===== src/rtl/imm_gen_pkg.sv =====
// imm_gen_pkg: shared definitions for the decode-stage immediate generator.
//   - fmt_e: format select / resolved format codes (FMT_AUTO only appears as a select)
//   - RISC-V major opcode constants used by the AUTO decoder
//   - is_shift(): funct3 patterns that turn OP-IMM / OP-IMM-32 into shift forms
package imm_gen_pkg;

  localparam int SEL_W = 3;

  typedef enum logic [SEL_W-1:0] {
    FMT_I     = 3'd0,
    FMT_S     = 3'd1,
    FMT_B     = 3'd2,
    FMT_J     = 3'd3,
    FMT_U     = 3'd4,
    FMT_Z     = 3'd5,
    FMT_SHAMT = 3'd6,
    FMT_AUTO  = 3'd7
  } fmt_e;

  localparam logic [6:0] OP_IMM    = 7'h13;
  localparam logic [6:0] OP_LOAD   = 7'h03;
  localparam logic [6:0] OP_JALR   = 7'h67;
  localparam logic [6:0] OP_IMM32  = 7'h1B;
  localparam logic [6:0] OP_STORE  = 7'h23;
  localparam logic [6:0] OP_BRANCH = 7'h63;
  localparam logic [6:0] OP_JAL    = 7'h6F;
  localparam logic [6:0] OP_LUI    = 7'h37;
  localparam logic [6:0] OP_AUIPC  = 7'h17;
  localparam logic [6:0] OP_SYSTEM = 7'h73;

  // funct3 001 (SLLI) and 101 (SRLI/SRAI) carry a shift amount, not an immediate
  function automatic logic is_shift(input logic [2:0] funct3);
    return (funct3[1:0] == 2'b01);
  endfunction

endpackage


===== src/rtl/imm_gen_comb.sv =====
// imm_gen_comb: purely combinational format resolve and immediate build.
// Ports:
//   ins  in  32    raw instruction word
//   sel  in  3     explicit format select, or FMT_AUTO to decode from opcode
//   imm  out XLEN  generated immediate (zero when err)
//   fmt  out 3     resolved format code 0..6
//   err  out 1     AUTO select met an opcode without an immediate
module imm_gen_comb
  import imm_gen_pkg::*;
#(
  parameter int XLEN = 32
) (
  input  logic [31:0]      ins,
  input  logic [2:0]       sel,
  output logic [XLEN-1:0]  imm,
  output logic [2:0]       fmt,
  output logic             err
);

  logic [6:0]      opcode;
  logic [2:0]      funct3;
  fmt_e            res;
  logic            auto_err;
  logic [31:0]     imm32;
  logic [XLEN-1:0] imm_x;

  assign opcode = ins[6:0];
  assign funct3 = ins[14:12];

  always_comb begin
    res      = FMT_I;
    auto_err = 1'b0;
    if (fmt_e'(sel) != FMT_AUTO) begin
      res = fmt_e'(sel);
    end else begin
      case (opcode)
        OP_IMM, OP_IMM32:  res = is_shift(funct3) ? FMT_SHAMT : FMT_I;
        OP_LOAD, OP_JALR:  res = FMT_I;
        OP_STORE:          res = FMT_S;
        OP_BRANCH:         res = FMT_B;
        OP_JAL:            res = FMT_J;
        OP_LUI, OP_AUIPC:  res = FMT_U;
        OP_SYSTEM:         res = funct3[2] ? FMT_Z : FMT_I;
        default:           auto_err = 1'b1;
      endcase
    end
  end

  // Sign-extending forms are built at 32 bits first, then widened as signed.
  always_comb begin
    imm32 = '0;
    case (res)
      FMT_I: imm32 = {{20{ins[31]}}, ins[31:20]};
      FMT_S: imm32 = {{20{ins[31]}}, ins[31:25], ins[11:7]};
      FMT_B: imm32 = {{19{ins[31]}}, ins[31], ins[7], ins[30:25], ins[11:8], 1'b0};
      FMT_J: imm32 = {{11{ins[31]}}, ins[31], ins[19:12], ins[20], ins[30:21], 1'b0};
      FMT_U: imm32 = {ins[31:12], 12'b0};
      default: imm32 = '0;
    endcase
  end

  always_comb begin
    imm_x = '0;
    case (res)
      FMT_Z:     imm_x = XLEN'(ins[19:15]);
      FMT_SHAMT: imm_x = (XLEN == 64) ? XLEN'(ins[25:20]) : XLEN'(ins[24:20]);
      default:   imm_x = XLEN'($signed(imm32));
    endcase
  end

  assign imm = auto_err ? '0 : imm_x;
  assign fmt = res;
  assign err = auto_err;

endmodule


===== src/rtl/imm_gen_pipe.sv =====
// imm_gen_pipe: one-cycle immediate generator stage behind a valid/ready
// handshake with a 2-entry skid buffer.
// Ports:
//   clk, rst_n            clock, async active-low reset
//   flush                 drop both entries at next edge (beats a same-edge accept)
//   in_valid/in_ready     upstream handshake; in_ready is registered (~full)
//   in_ins, in_sel, in_tag  instruction, format select, sideband tag
//   out_valid/out_ready   downstream handshake
//   out_imm, out_fmt, out_err, out_tag  oldest buffered result
//
// state | meaning
// EMPTY | no entries; out_valid=0
// ONE   | head entry valid, skid entry free
// FULL  | head and skid entries valid; in_ready=0
module imm_gen_pipe
  import imm_gen_pkg::*;
#(
  parameter int XLEN  = 32,
  parameter int TAG_W = 32
) (
  input  logic             clk,
  input  logic             rst_n,
  input  logic             flush,
  input  logic             in_valid,
  output logic             in_ready,
  input  logic [31:0]      in_ins,
  input  logic [2:0]       in_sel,
  input  logic [TAG_W-1:0] in_tag,
  output logic             out_valid,
  input  logic             out_ready,
  output logic [XLEN-1:0]  out_imm,
  output logic [2:0]       out_fmt,
  output logic             out_err,
  output logic [TAG_W-1:0] out_tag
);

  typedef enum logic [1:0] {
    EMPTY = 2'd0,
    ONE   = 2'd1,
    FULL  = 2'd2
  } buf_e;

  buf_e             state, state_nxt;
  logic             accept, drain;
  logic             load_head_new, load_head_skid, load_skid;

  logic [XLEN-1:0]  c_imm;
  logic [2:0]       c_fmt;
  logic             c_err;

  logic [XLEN-1:0]  skid_imm;
  logic [2:0]       skid_fmt;
  logic             skid_err;
  logic [TAG_W-1:0] skid_tag;

  imm_gen_comb #(.XLEN(XLEN)) u_comb (
    .ins (in_ins),
    .sel (in_sel),
    .imm (c_imm),
    .fmt (c_fmt),
    .err (c_err)
  );

  assign in_ready  = (state != FULL);
  assign out_valid = (state != EMPTY);
  assign accept    = in_valid & in_ready & ~flush;
  assign drain     = out_valid & out_ready;

  always_ff @(posedge clk or negedge rst_n) begin
    if (!rst_n) state <= EMPTY;
    else        state <= state_nxt;
  end

  always_comb begin
    state_nxt      = state;
    load_head_new  = 1'b0;
    load_head_skid = 1'b0;
    load_skid      = 1'b0;
    if (flush) begin
      state_nxt = EMPTY;
    end else begin
      case (state)
        EMPTY: begin
          if (accept) begin
            state_nxt     = ONE;
            load_head_new = 1'b1;
          end
        end
        ONE: begin
          if (accept && drain) begin
            load_head_new = 1'b1;
          end else if (accept) begin
            state_nxt = FULL;
            load_skid = 1'b1;
          end else if (drain) begin
            state_nxt = EMPTY;
          end
        end
        FULL: begin
          if (drain) begin
            state_nxt      = ONE;
            load_head_skid = 1'b1;
          end
        end
        default: state_nxt = EMPTY;
      endcase
    end
  end

  // Output ports are the head entry registers themselves.
  always_ff @(posedge clk or negedge rst_n) begin
    if (!rst_n) begin
      out_imm  <= '0;
      out_fmt  <= '0;
      out_err  <= 1'b0;
      out_tag  <= '0;
      skid_imm <= '0;
      skid_fmt <= '0;
      skid_err <= 1'b0;
      skid_tag <= '0;
    end else begin
      if (load_head_new) begin
        out_imm <= c_imm;
        out_fmt <= c_fmt;
        out_err <= c_err;
        out_tag <= in_tag;
      end else if (load_head_skid) begin
        out_imm <= skid_imm;
        out_fmt <= skid_fmt;
        out_err <= skid_err;
        out_tag <= skid_tag;
      end
      if (load_skid) begin
        skid_imm <= c_imm;
        skid_fmt <= c_fmt;
        skid_err <= c_err;
        skid_tag <= in_tag;
      end
    end
  end

endmodule


===== config.mk =====
export PLATFORM = sky130hd
export DESIGN_NAME = imm_gen_pipe
export DESIGN_NICKNAME = d
export VERILOG_FILES = /design/src/rtl/imm_gen_pkg.sv /design/src/rtl/imm_gen_comb.sv /design/src/rtl/imm_gen_pipe.sv
export SDC_FILE = /design/constraint.sdc
export NUM_CORES = 1
export LEC_CHECK = 0
export BUFFER_PORTS_ARGS = -buffer_cell sky130_fd_sc_hd__buf_2
export CAP_MARGIN = 20
export CORE_MARGIN = 2
export CORE_UTILIZATION = 48
export CTS_CLUSTER_SIZE = 16
export DETAILED_ROUTE_END_ITERATION = 8
export PLACE_DENSITY = 0.72
export SETUP_SLACK_MARGIN = 0.4
export SLEW_MARGIN = 20
export SYNTH_ARGS = -nofsm -noshare
export SYNTH_HDL_FRONTEND = slang
export SYNTH_SLANG_ARGS = --single-unit

===== constraint.sdc =====
create_clock -name clk -period 2.4 [get_ports clk]
set_input_delay 0 -clock clk [delete_from_list [all_inputs] [get_ports clk]]
set_output_delay 0 -clock clk [all_outputs]
set_load 0.005 [all_outputs]

==> run_results.csv, run 1 <==
group,metric,value,unit
pwr,power.internal,5.14,mW
critical_path,timing_worst_setup_path_type,"reg2reg",
placed_design,hpwl,10700,um
logic_synthesis,post_synth.cell_area_avg,10.1,um2
final_layout,antennaDiodeCount,0,
final_layout,postLayoutCellArea,0.00826,mm2
logic_synthesis,postSynthNetCount,672,
global_route,global_route.overflow_total,0,
placed_design,placement.io_buffers,141,
pwr,power_leakage,4.04,nW
flow_run,maxCapViolCount,0,
sta,final.setup.tns,0,ps
logic_synthesis,number_of_warnings_issued_by_yosys,0,
sta,timing.slew.headroom,31.5,%
die,starting_density,48.8,%
logic_synthesis,synth.distinct_cells,47,
drt,totalWireLength,17200,um
logic_synthesis,synth.top_cells.by_area,"sky130_fd_sc_hd__dfrtp_1 57%, sky130_fd_sc_hd__nand2_1 7.0%, sky130_fd_sc_hd__mux2_2 6.9%",
worst_hold_path,holdPathStages,4,
sta,finalCriticalPeriod,1890,ps
sta,max_clock_freq,530,MHz
global_route,grt_pass1_vias,5430,
cts,ctsRootBufferMaster,"sky130_fd_sc_hd__clkbuf_16",
cts,tritoncts,"yes",
drt,number_of_nets_with_antenna_violations_after_detailed_routing,0,
final_layout,syn2layout_area_growth,35.8,%
cts,cts.reportedPaths.clkPinSlew,60,ps
global_route,grt_util_all_layers,26.1,%
drt,vias_per_std_cell,5.58,
final_layout,drive_gt1_share,30.2,%
die,die_width,117,um
pwr,power.share.sequential,44.5,%
cts,max-clock-path-buffers,2,
pwr,combPwrFrac,17.2,%
pwr,max_rail_drop_vdd,0.464,mV
logic_synthesis,syn_inst,600,
pwr,power.switching_fraction,26.1,%
drt,vias,5462,
die,row_count,41,
die,die_height,117,um
cts,cts_num_sinks,138,
placed_design,placed_cell_area,0.00706,mm2
logic_synthesis,yosysSeqAreaShare,56.8,%
die,io_pins,142,
logic_synthesis,ys_ff_latch,138,
worst_hold_path,hold_class,"in2reg",
cts,clock_insertion_delay_worst_skew,410,ps
critical_path,start_kind,"flip-flop",
drt,drc_errors,0,
critical_path,crit_path_end_kind,"flip-flop",
logic_synthesis,yosys_most_used_dff,"sky130_fd_sc_hd__dfrtp_1",
placed_design,routabilityCongestion,0.906,
global_route,grt_pass1_wl,27200,um
drt,wire_per_inst,17.5,um
sta,setup_violations,0,
sta,post-route-period-util,78.6,%
global_route,initial_antenna_violation_count,0,
pwr,clkPwrFrac,38.3,%
critical_path,timing.critical_path.arrival,2240,ps
final_layout,finalNetCount,866,
die,core_region_area,0.0125,mm2
sta,tightest_slew,1020,ps
drt,first_pass_iters,7,
critical_path,worstRegToRegCells,7,
critical_path,data_required_time_at_the_worst_endpoint,2750,ps
logic_synthesis,synth_enable_flop_cells,0,
critical_path,cp_max_fo,21,
sta,grt_setup_unrepaired,"true",
cts,cts_inserted_buffers,17,
logic_synthesis,largest_area_contributor_in_the_netlist,"sky130_fd_sc_hd__dfrtp_1",
cts,ctsHtreeMaxLevel,4,
sta,fin_skew,4.66,ps
pwr,power-per-cell-area,841,mW/mm2
die,fp.dieArea,0.0136,mm2
logic_synthesis,netlist.area_leader.share,56.8,%
sta,timing.final.max_slew_violations,0,
status,result_of_the_run,"finished clean",
pwr,net-switching-power,1.81,mW
logic_synthesis,async_flop_share,100,%
global_route,grt_start_max_net_pins,75,
logic_synthesis,synth_area,0.00608,mm2
sta,finalHoldViolCount,0,
drt,detail_route.iter0.violations,400,
[area by class of cell]
class / instances / area [um2]
sequential: 138 / 3450
clock inverter: 6 / 82.6
fill: 979 / 4210
multi-input combinational: 412 / 2460
clock buffer: 26 / 529
inverter: 10 / 37.5
tap: 172 / 215
timing repair buffer: 215 / 1470
[cells in the mapped netlist, types with 3 or more instances]
cell and number:
sky130_fd_sc_hd__dfrtp_1 138, sky130_fd_sc_hd__nand2_1 113, sky130_fd_sc_hd__a21oi_1 59, sky130_fd_sc_hd__mux2_2 37
sky130_fd_sc_hd__nor2_1 36, sky130_fd_sc_hd__o21ai_0 35, sky130_fd_sc_hd__a22oi_1 34, sky130_fd_sc_hd__o22ai_1 33
sky130_fd_sc_hd__clkbuf_1 32, sky130_fd_sc_hd__inv_1 10, sky130_fd_sc_hd__a22o_1 7, sky130_fd_sc_hd__nand2b_1 7
sky130_fd_sc_hd__buf_1 5, sky130_fd_sc_hd__nor3_1 5, sky130_fd_sc_hd__a221oi_1 4, sky130_fd_sc_hd__nor2b_1 4
sky130_fd_sc_hd__or2_2 3
[power groups by stage]
stage	logic (mW)	clock network (mW)	registers, mW
CTS	1.19	2.71	3.08
global route	1.33	2.80	3.14
floorplan	0.581	0	3.08
finish	1.19	2.66	3.09
global placement	1.06	0	3.08
detailed placement	1.11	0	3.12
[per-layer routing]
metal	track usage (%)	vias up	part of all wire, %
met1	34.1	2696	42
met3	6.43	33	6.1
met5	0	-	0
li1	-	2526	-
met2	41.4	207	50
met4	11.7	0	2.0
[final timing paths]
kind	from	slack, ps	to
min in group asynchronous	rst_n	190	skid_tag[5]$_DFFE_PN0P_
max	state[0]$_DFFE_PN0P_	510	out_imm[11]$_DFFE_PN0P_
min	in_valid	40	state[0]$_DFFE_PN0P_
max reg2reg	state[0]$_DFFE_PN0P_	510	out_imm[11]$_DFFE_PN0P_
min reg2reg	out_tag[1]$_DFFE_PN0P_	470	out_tag[1]$_DFFE_PN0P_
max in group asynchronous	rst_n	1400	out_imm[12]$_DFFE_PN0P_
[per-stage QoR]
stage | total power [mW] | hold slack (ps) | std cells | setup slack (ps) | util (%)
after global routing | 7.27 | 74.4 | 979 | 369 | 66.2
final | 6.94 | 44.2 | 979 | 514 | 66.2
after CTS | 6.98 | 8.96 | 979 | 474 | 66.0
after global placement | 4.15 | 24.2 | 891 | 148 | 56.6
after detailed placement | 4.22 | 27.6 | 891 | 90.4 | 56.6
after floorplan | 3.66 | -296 | 600 | 350 | -
[kinds of logic (layout without fill, tap and decap cells)]
group | count (synthesis) | count (layout) | share of synthesized area, %
AOI/OAI and AO/OA | 189 | 189 | 19.6
xor gates and xnor gates | 2 | 2 | 0.288
buffers and inverters | 50 | 257 | 3.40
DFF | 138 | 138 | 56.8
muxes | 39 | 39 | 7.19
and+or+nand+nor | 182 | 182 | 12.7
[timing repair]
action	in CTS	in global routing
endpoints found under the hold margin	190	0
resized for setup	0	6
buffers inserted	0	0
hold buffers	56	0
endpoints found under the setup margin	0	26
[worst max-delay path: stages, from the launching register on]
cell                      delay, ps
sky130_fd_sc_hd__dfrtp_1        430
sky130_fd_sc_hd__nor2b_1        230
sky130_fd_sc_hd__inv_1          100
sky130_fd_sc_hd__nor3b_2        400
sky130_fd_sc_hd__buf_4          350
sky130_fd_sc_hd__nand2_1         90
sky130_fd_sc_hd__o21ai_0         90
sky130_fd_sc_hd__a31o_2         130
[flip-flops by register name, summed over array words and instances (netlist names)]
signal    count
out_imm      32
out_tag      32
skid_imm     32
skid_tag     32
out_fmt       3
skid_fmt      3
state         2
out_err       1
skid_err      1
[placed cells by master, fill, tap and decap left out, drive strengths merged, types with 2 or more instances in the layout]
master and n:
nand3 2, buf 159, nand2 113, nand2b 7
and2 2, bufinv 2, nor2 36, mux2 37
o21ai 35, clkinv 3, dfrtp 138, mux2i 2
o22ai 33, or2 3, a22oi 34, a221oi 4
a22o 7, a31oi 2, inv 10, a21oi 59
a31o 2, nand4 2, a211oi 2, o21a 2
nor2b 4, clkbuf 26, dlygate4sd3 56, nor3 5
(Power assumes the default switching activity.)
==> run 2, diff against run 1 <==
--- a/config.mk
+++ b/config.mk
@@ -11,7 +11,7 @@
 export CORE_UTILIZATION = 48
 export CTS_CLUSTER_SIZE = 16
 export DETAILED_ROUTE_END_ITERATION = 8
-export PLACE_DENSITY = 0.72
+export PLACE_DENSITY = 0.75
 export SETUP_SLACK_MARGIN = 0.4
 export SLEW_MARGIN = 20
 export SYNTH_ARGS = -nofsm -noshare
==> constraint.sdc (replaced) <==
create_clock -name clk -period 1.7 [get_ports clk]
set_input_delay 0 -clock clk [delete_from_list [all_inputs] [get_ports clk]]
set_output_delay 0 -clock clk [all_outputs]
set_load 0.005 [all_outputs]
==> run 2 against run 1 <==
Net effect: the run now ends with negative setup slack left; wire length is 57% higher; flip-flop and latch count stayed put; via count is 22% higher; power is 63% higher; utilization is 21 points higher; hold slack worse by 2.2 ps.
==> run_results.csv, run 2 (synthesized netlist as in run 1, its figures left out) <==
group,metric,value,unit
status,result_of_the_run,"complete, but fails checks",
status,failing_checks,"negative setup slack",
final_layout,drive_gt1_share,57.8,%
drt,first_pass_iters,5,
sta,setup_slack,-30.4,ps
pwr,fin_total_pwr,11.3,mW
cts,cts_inserted_buffers,17,
pwr,net-switching-power,3.41,mW
global_route,grt_start_max_net_pins,55,
drt,totalWireLength,27000,um
pwr,max_rail_drop_vdd,0.788,mV
critical_path,start_kind,"input port",
sta,final.setup.tns,-54.3,ps
final_layout,layout.cells.non_filler,1076,
drt,vias_per_std_cell,6.21,
pwr,power_leakage,5.09,nW
final_layout,fin_util,87.4,%
pwr,power-per-cell-area,1040,mW/mm2
global_route,global_route.overflow_total,0,
cts,cts_num_sinks,138,
critical_path,timing.critical_path.arrival,2040,ps
drt,detail_route.iter0.violations,769,
global_route,grt_pass1_vias,6592,
cts,ctsRootBufferMaster,"sky130_fd_sc_hd__clkbuf_16",
placed_design,placed_cells_incl_taps,925,
drt,wire_per_inst,25.1,um
sta,max_clock_freq,578,MHz
sta,post-route-period-util,102,%
cts,cts.reportedPaths.clkPinSlew,70,ps
global_route,initial_antenna_violation_count,1,
die,starting_density,48.8,%
sta,worst_hold_slack,42.0,ps
critical_path,timing_worst_setup_path_type,"in2reg",
die,core_region_area,0.0125,mm2
die,die_height,117,um
die,io_pins,142,
pwr,power.share.sequential,40.2,%
sta,finalHoldViolCount,0,
placed_design,routabilityCongestion,0.826,
worst_hold_path,hold_class,"in2reg",
pwr,clkPwrFrac,36.3,%
cts,clock_insertion_delay_worst_skew,430,ps
final_layout,finalNetCount,963,
sta,tightest_slew,551,ps
sta,timing.final.max_slew_violations,0,
sta,finalCriticalPeriod,1730,ps
die,die_width,117,um
final_layout,syn2layout_area_growth,79.3,%
pwr,power.switching_fraction,30.2,%
sta,timing.slew.headroom,63.3,%
sta,setup_violations,4,
drt,number_of_nets_with_antenna_violations_after_detailed_routing,0,
placed_design,placement.io_buffers,141,
cts,max-clock-path-buffers,2,
final_layout,n_fill_cell,550,
critical_path,crit_path_end_kind,"flip-flop",
global_route,grt_util_all_layers,35.1,%
placed_design,hpwl,11600,um
critical_path,cp_max_fo,5,
die,row_count,41,
final_layout,layout_common_cells,"138 x sky130_fd_sc_hd__buf_2, 138 x sky130_fd_sc_hd__dfrtp_1, 64 x sky130_fd_sc_hd__nand2_1",
pwr,power.internal,7.88,mW
critical_path,data_required_time_at_the_worst_endpoint,2010,ps
sta,fin_skew,16.4,ps
pwr,combPwrFrac,23.4,%
flow_run,maxCapViolCount,0,
drt,vias,6682,
sta,grt_setup_unrepaired,"true",
global_route,grt_pass1_wl,35500,um
cts,tritoncts,"yes",
cts,ctsHtreeMaxLevel,4,
drt,drc_errors,0,
die,fp.dieArea,0.0136,mm2
-- run 2: cell count changes in the layout (fill, tap and decap cells not counted), moves of 17 or more --
cell                      change
sky130_fd_sc_hd__a22oi_1     -32
sky130_fd_sc_hd__a21oi_2     +22
sky130_fd_sc_hd__buf_6       +22
sky130_fd_sc_hd__buf_4       +37
sky130_fd_sc_hd__o21ai_0     -32
sky130_fd_sc_hd__a22oi_2     +32
sky130_fd_sc_hd__o22ai_1     -21
sky130_fd_sc_hd__nand2_2     +26
sky130_fd_sc_hd__nand2_1     -47
sky130_fd_sc_hd__a21oi_1     -33
sky130_fd_sc_hd__o21ai_2     +17
-- run 2: final timing paths --
check | start | end | slack [ps] | cells past startpoint
setup / recovery | in_ins[2] | out_imm[2]$_DFFE_PN0P_ | -30 | 8
min in group asynchronous | rst_n | skid_tag[28]$_DFFE_PN0P_ | 120 | 2
hold / removal | out_ready | skid_imm[0]$_DFFE_PN0P_ | 40 | 4
hold reg to reg | out_tag[15]$_DFFE_PN0P_ | out_tag[15]$_DFFE_PN0P_ | 470 | 2
max in group asynchronous | rst_n | out_imm[16]$_DFFE_PN0P_ | 950 | 3
setup reg to reg | state[0]$_DFFE_PN0P_ | out_imm[18]$_DFFE_PN0P_ | 10 | 6
-- run 2: area by class of cell --
type | instances | area (um2) | share of cell area [%]
Multi-Input combinational cell | 414 | 3650 | 33.5
Sequential cell | 138 | 3450 | 31.7
Timing Repair Buffer | 310 | 2900 | 26.6
Clock buffer | 20 | 467 | 4.28
Tap cell | 172 | 215 | 1.98
Clock inverter | 11 | 168 | 1.54
Inverter | 10 | 37.5 | 0.345
Antenna cell | 1 | 2.50 | 0.0230
-- run 2: per-layer routing --
layer	wire (um)	global-route usage, %
met5	0	0
met3	2170	7.42
met2	14000	60.9
met4	1520	19.7
met1	9320	40.6
-- run 2: power by group through the flow --
stage / clock (mW) / combinational [mW] / sequential [mW]
after floorplan: 0 / 0.911 / 4.38
after global placement: 0 / 1.62 / 4.39
after detailed placement: 0 / 1.71 / 4.43
after CTS: 3.98 / 2.20 / 4.43
after global routing: 4.26 / 2.80 / 4.58
final: 4.10 / 2.65 / 4.54
-- run 2: repair_timing --
item / in CTS / in global routing
hold buffers: 55 / 0
endpoints found under the hold margin: 245 / 0
gates cloned: 17 / 8
setup buffers: 21 / 18
pin swaps: 59 / 61
resized for setup: 166 / 105
endpoints found under the setup margin: 137 / 139
-- run 2: critical path, stage by stage --
cell and delay, ps:
sky130_fd_sc_hd__buf_6 100, sky130_fd_sc_hd__or4b_4 540, sky130_fd_sc_hd__a21o_1 220, sky130_fd_sc_hd__a41o_4 270, sky130_fd_sc_hd__nand2_8 90, sky130_fd_sc_hd__mux2_4 330
sky130_fd_sc_hd__a221oi_4 360, sky130_fd_sc_hd__o22ai_1 120
-- run 2: per-stage QoR --
stage | setup WS [ps] | instance area, um2
after floorplan | -204 | 6530
after global routing | -44.5 | 10900
after CTS | 87.0 | 10100
final | -30.4 | 10900
after detailed placement | -503 | 7650
after global placement | -414 | 7650
==> run 3, diff against run 2 <==
--- a/config.mk
+++ b/config.mk
@@ -7,6 +7,7 @@
 export LEC_CHECK = 0
 export BUFFER_PORTS_ARGS = -buffer_cell sky130_fd_sc_hd__buf_2
 export CAP_MARGIN = 20
+export CORE_ASPECT_RATIO = 1.4
 export CORE_MARGIN = 2
 export CORE_UTILIZATION = 48
 export CTS_CLUSTER_SIZE = 16
==> run 3 against run 2 <==
Net effect: the flow still finishes with violations (negative setup slack); critical path depth stayed put; power decreased by 5.6%; wire length down 7.5%; hold slack worse by 2.3 ps; count of clock-buffer cells in the layout down 1; largest power group unchanged; die area hardly changed; via count down 2.9%.
==> run_results.csv, run 3 (synthesized netlist as in run 1, its figures left out) <==
group,metric,value,unit
sta,finalHoldViolCount,0,
final_layout,antennaDiodeCount,0,
sta,timing.final.max_slew_violations,0,
status,failing_checks,"negative setup slack",
drt,detail_route.iter0.violations,563,
sta,timing.slew.headroom,60.0,%
cts,cts_inserted_buffers,17,
drt,number_of_nets_with_antenna_violations_after_detailed_routing,0,
die,io_pins,142,
cts,cts_num_sinks,138,
flow_run,maxCapViolCount,0,
sta,post-route-period-util,102,%
global_route,grt_pass1_wl,31900,um
final_layout,leading_cell_type_in_the_layout_fill_and_taps_excluded,"sky130_fd_sc_hd__dfrtp_1",
die,core_region_area,0.0124,mm2
drt,wire_per_inst,24.1,um
worst_hold_path,worstHoldEndpoint,"skid_imm[2]$_DFFE_PN0P_",
cts,ctsRootBufferMaster,"sky130_fd_sc_hd__clkbuf_16",
worst_hold_path,hold_class,"in2reg",
critical_path,cp_max_fo,5,
sta,finalCriticalPeriod,1730,ps
sta,tightest_slew,600,ps
cts,clock_insertion_delay_worst_skew,420,ps
critical_path,start_kind,"input port",
final_layout,postLayoutCellArea,0.0104,mm2
final_layout,fin_util,83.7,%
final_layout,syn2layout_area_growth,70.5,%
pwr,power-per-cell-area,1030,mW/mm2
cts,max-clock-path-buffers,2,
critical_path,timing.critical_path.arrival,2020,ps
critical_path,worstRegToRegCells,9,
global_route,grt_pass1_vias,6308,
drt,first_pass_iters,5,
sta,setup_slack,-25.7,ps
critical_path,rr_endpoint,"out_imm[3]$_DFFE_PN0P_",
critical_path,crit_path_end_kind,"flip-flop",
drt,totalWireLength,25000,um
pwr,fin_total_pwr,10.7,mW
worst_hold_path,holdPathStages,4,
status,result_of_the_run,"complete, but fails checks",
global_route,grt_start_max_net_pins,60,
placed_design,hpwl,11300,um
sta,setup_violations,1,
global_route,initial_antenna_violation_count,0,
final_layout,layout_common_cells,"138 x sky130_fd_sc_hd__dfrtp_1, 137 x sky130_fd_sc_hd__buf_2, 71 x sky130_fd_sc_hd__nand2_1",
drt,vias_per_std_cell,6.25,
critical_path,r2r-start,"state[1]$_DFFE_PN0P_",
global_route,global_route.overflow_total,0,
pwr,max_rail_drop_vdd,0.734,mV
sta,max_clock_freq,579,MHz
sta,grt_setup_unrepaired,"true",
final_layout,drive_gt1_share,53.2,%
drt,vias,6485,
critical_path,data_required_time_at_the_worst_endpoint,2000,ps
cts,cts.reportedPaths.clkPinSlew,60,ps
die,starting_density,49.1,%
drt,drc_errors,0,
placed_design,placed_cell_area,0.00763,mm2
global_route,grt_util_all_layers,30.2,%
sta,final.setup.tns,-25.7,ps
pwr,power_leakage,4.92,nW
placed_design,placement.io_buffers,141,
die,die_height,137,um
placed_design,routabilityCongestion,0.823,
worst_hold_path,min_from,"in_ins[9]",
die,die_width,99.1,um
sta,fin_skew,6.71,ps
critical_path,critical_path.startpoint,"in_ins[13]",
final_layout,finalNetCount,947,
critical_path,reg2reg_slack,10,ps
die,row_count,48,
cts,ctsHtreeMaxLevel,4,
die,fp.dieArea,0.0136,mm2
critical_path,timing_worst_setup_path_type,"in2reg",
cts,tritoncts,"yes",
## run 3: where the power goes
part	internal, mW	switching, mW	total (mW)	leakage, nW
registers	3.98	0.548	4.53	1.75
logic	1.22	1.18	2.40	2.89
clock network	2.21	1.52	3.73	0.276
total	7.41	3.25	10.7	4.92
## run 3: metal layers
metal	up-vias	GRT usage [%]	routed length (um)	share of wire [%]
met5	-	0	0	0
met4	0	14.2	1380	5.5
met3	126	6.38	1880	7.5
met2	449	54.6	13300	53
met1	3201	33.9	8410	34
li1	2709	-	-	-
## run 3: repair_timing
item / CTS / global route
hold endpoints to repair: 203 / 0
hold buffers: 55 / 0
resized for setup: 73 / 122
pin swaps: 28 / 43
gates cloned: 13 / 10
setup endpoints to repair: 136 / 137
setup buffers: 15 / 14
## run 3: cell type report
cell class              instances  area, um2
clock inverters                13        144
well taps                     150        188
fillers                       607       2010
multi-input cells             412       3330
repair buffers                296       2760
flip-flops and latches        138       3450
inverters                      10       37.5
clock buffers                  19        443
## run 3: worst max-delay path, stage by stage
cell and delay [ps]:
sky130_fd_sc_hd__buf_6 90, sky130_fd_sc_hd__or4b_4 530, sky130_fd_sc_hd__a21o_1 210, sky130_fd_sc_hd__a41o_4 260
sky130_fd_sc_hd__nand2_4 110, sky130_fd_sc_hd__mux2_4 340, sky130_fd_sc_hd__a221oi_4 340, sky130_fd_sc_hd__o22ai_2 140
## run 3: metrics by stage
stage | hold slack, ps | instances | setup WS, ps
2_1_floorplan | -296 | 600 | -204
3_3_place_gp | 10.3 | 899 | -403
3_5_place_dp | 18.2 | 899 | -476
4_1_cts | 19.5 | 1014 | 107
5_1_grt | 44.0 | 1038 | -36.6
6_report | 39.7 | 1038 | -25.7
## run 3: how the worst max path moves through the flow
stage / endpoint / slack (ps) / cells after the start
finish: out_imm[4]$_DFFE_PN0P_ / -30 / 8
global placement: out_imm[3]$_DFFE_PN0P_ / -400 / 8
detailed placement: skid_imm[4]$_DFFE_PN0P_ / -480 / 8
CTS: out_imm[4]$_DFFE_PN0P_ / 110 / 8
floorplan: out_imm[1]$_DFFE_PN0P_ / -200 / 8
global route: out_imm[4]$_DFFE_PN0P_ / -40 / 8
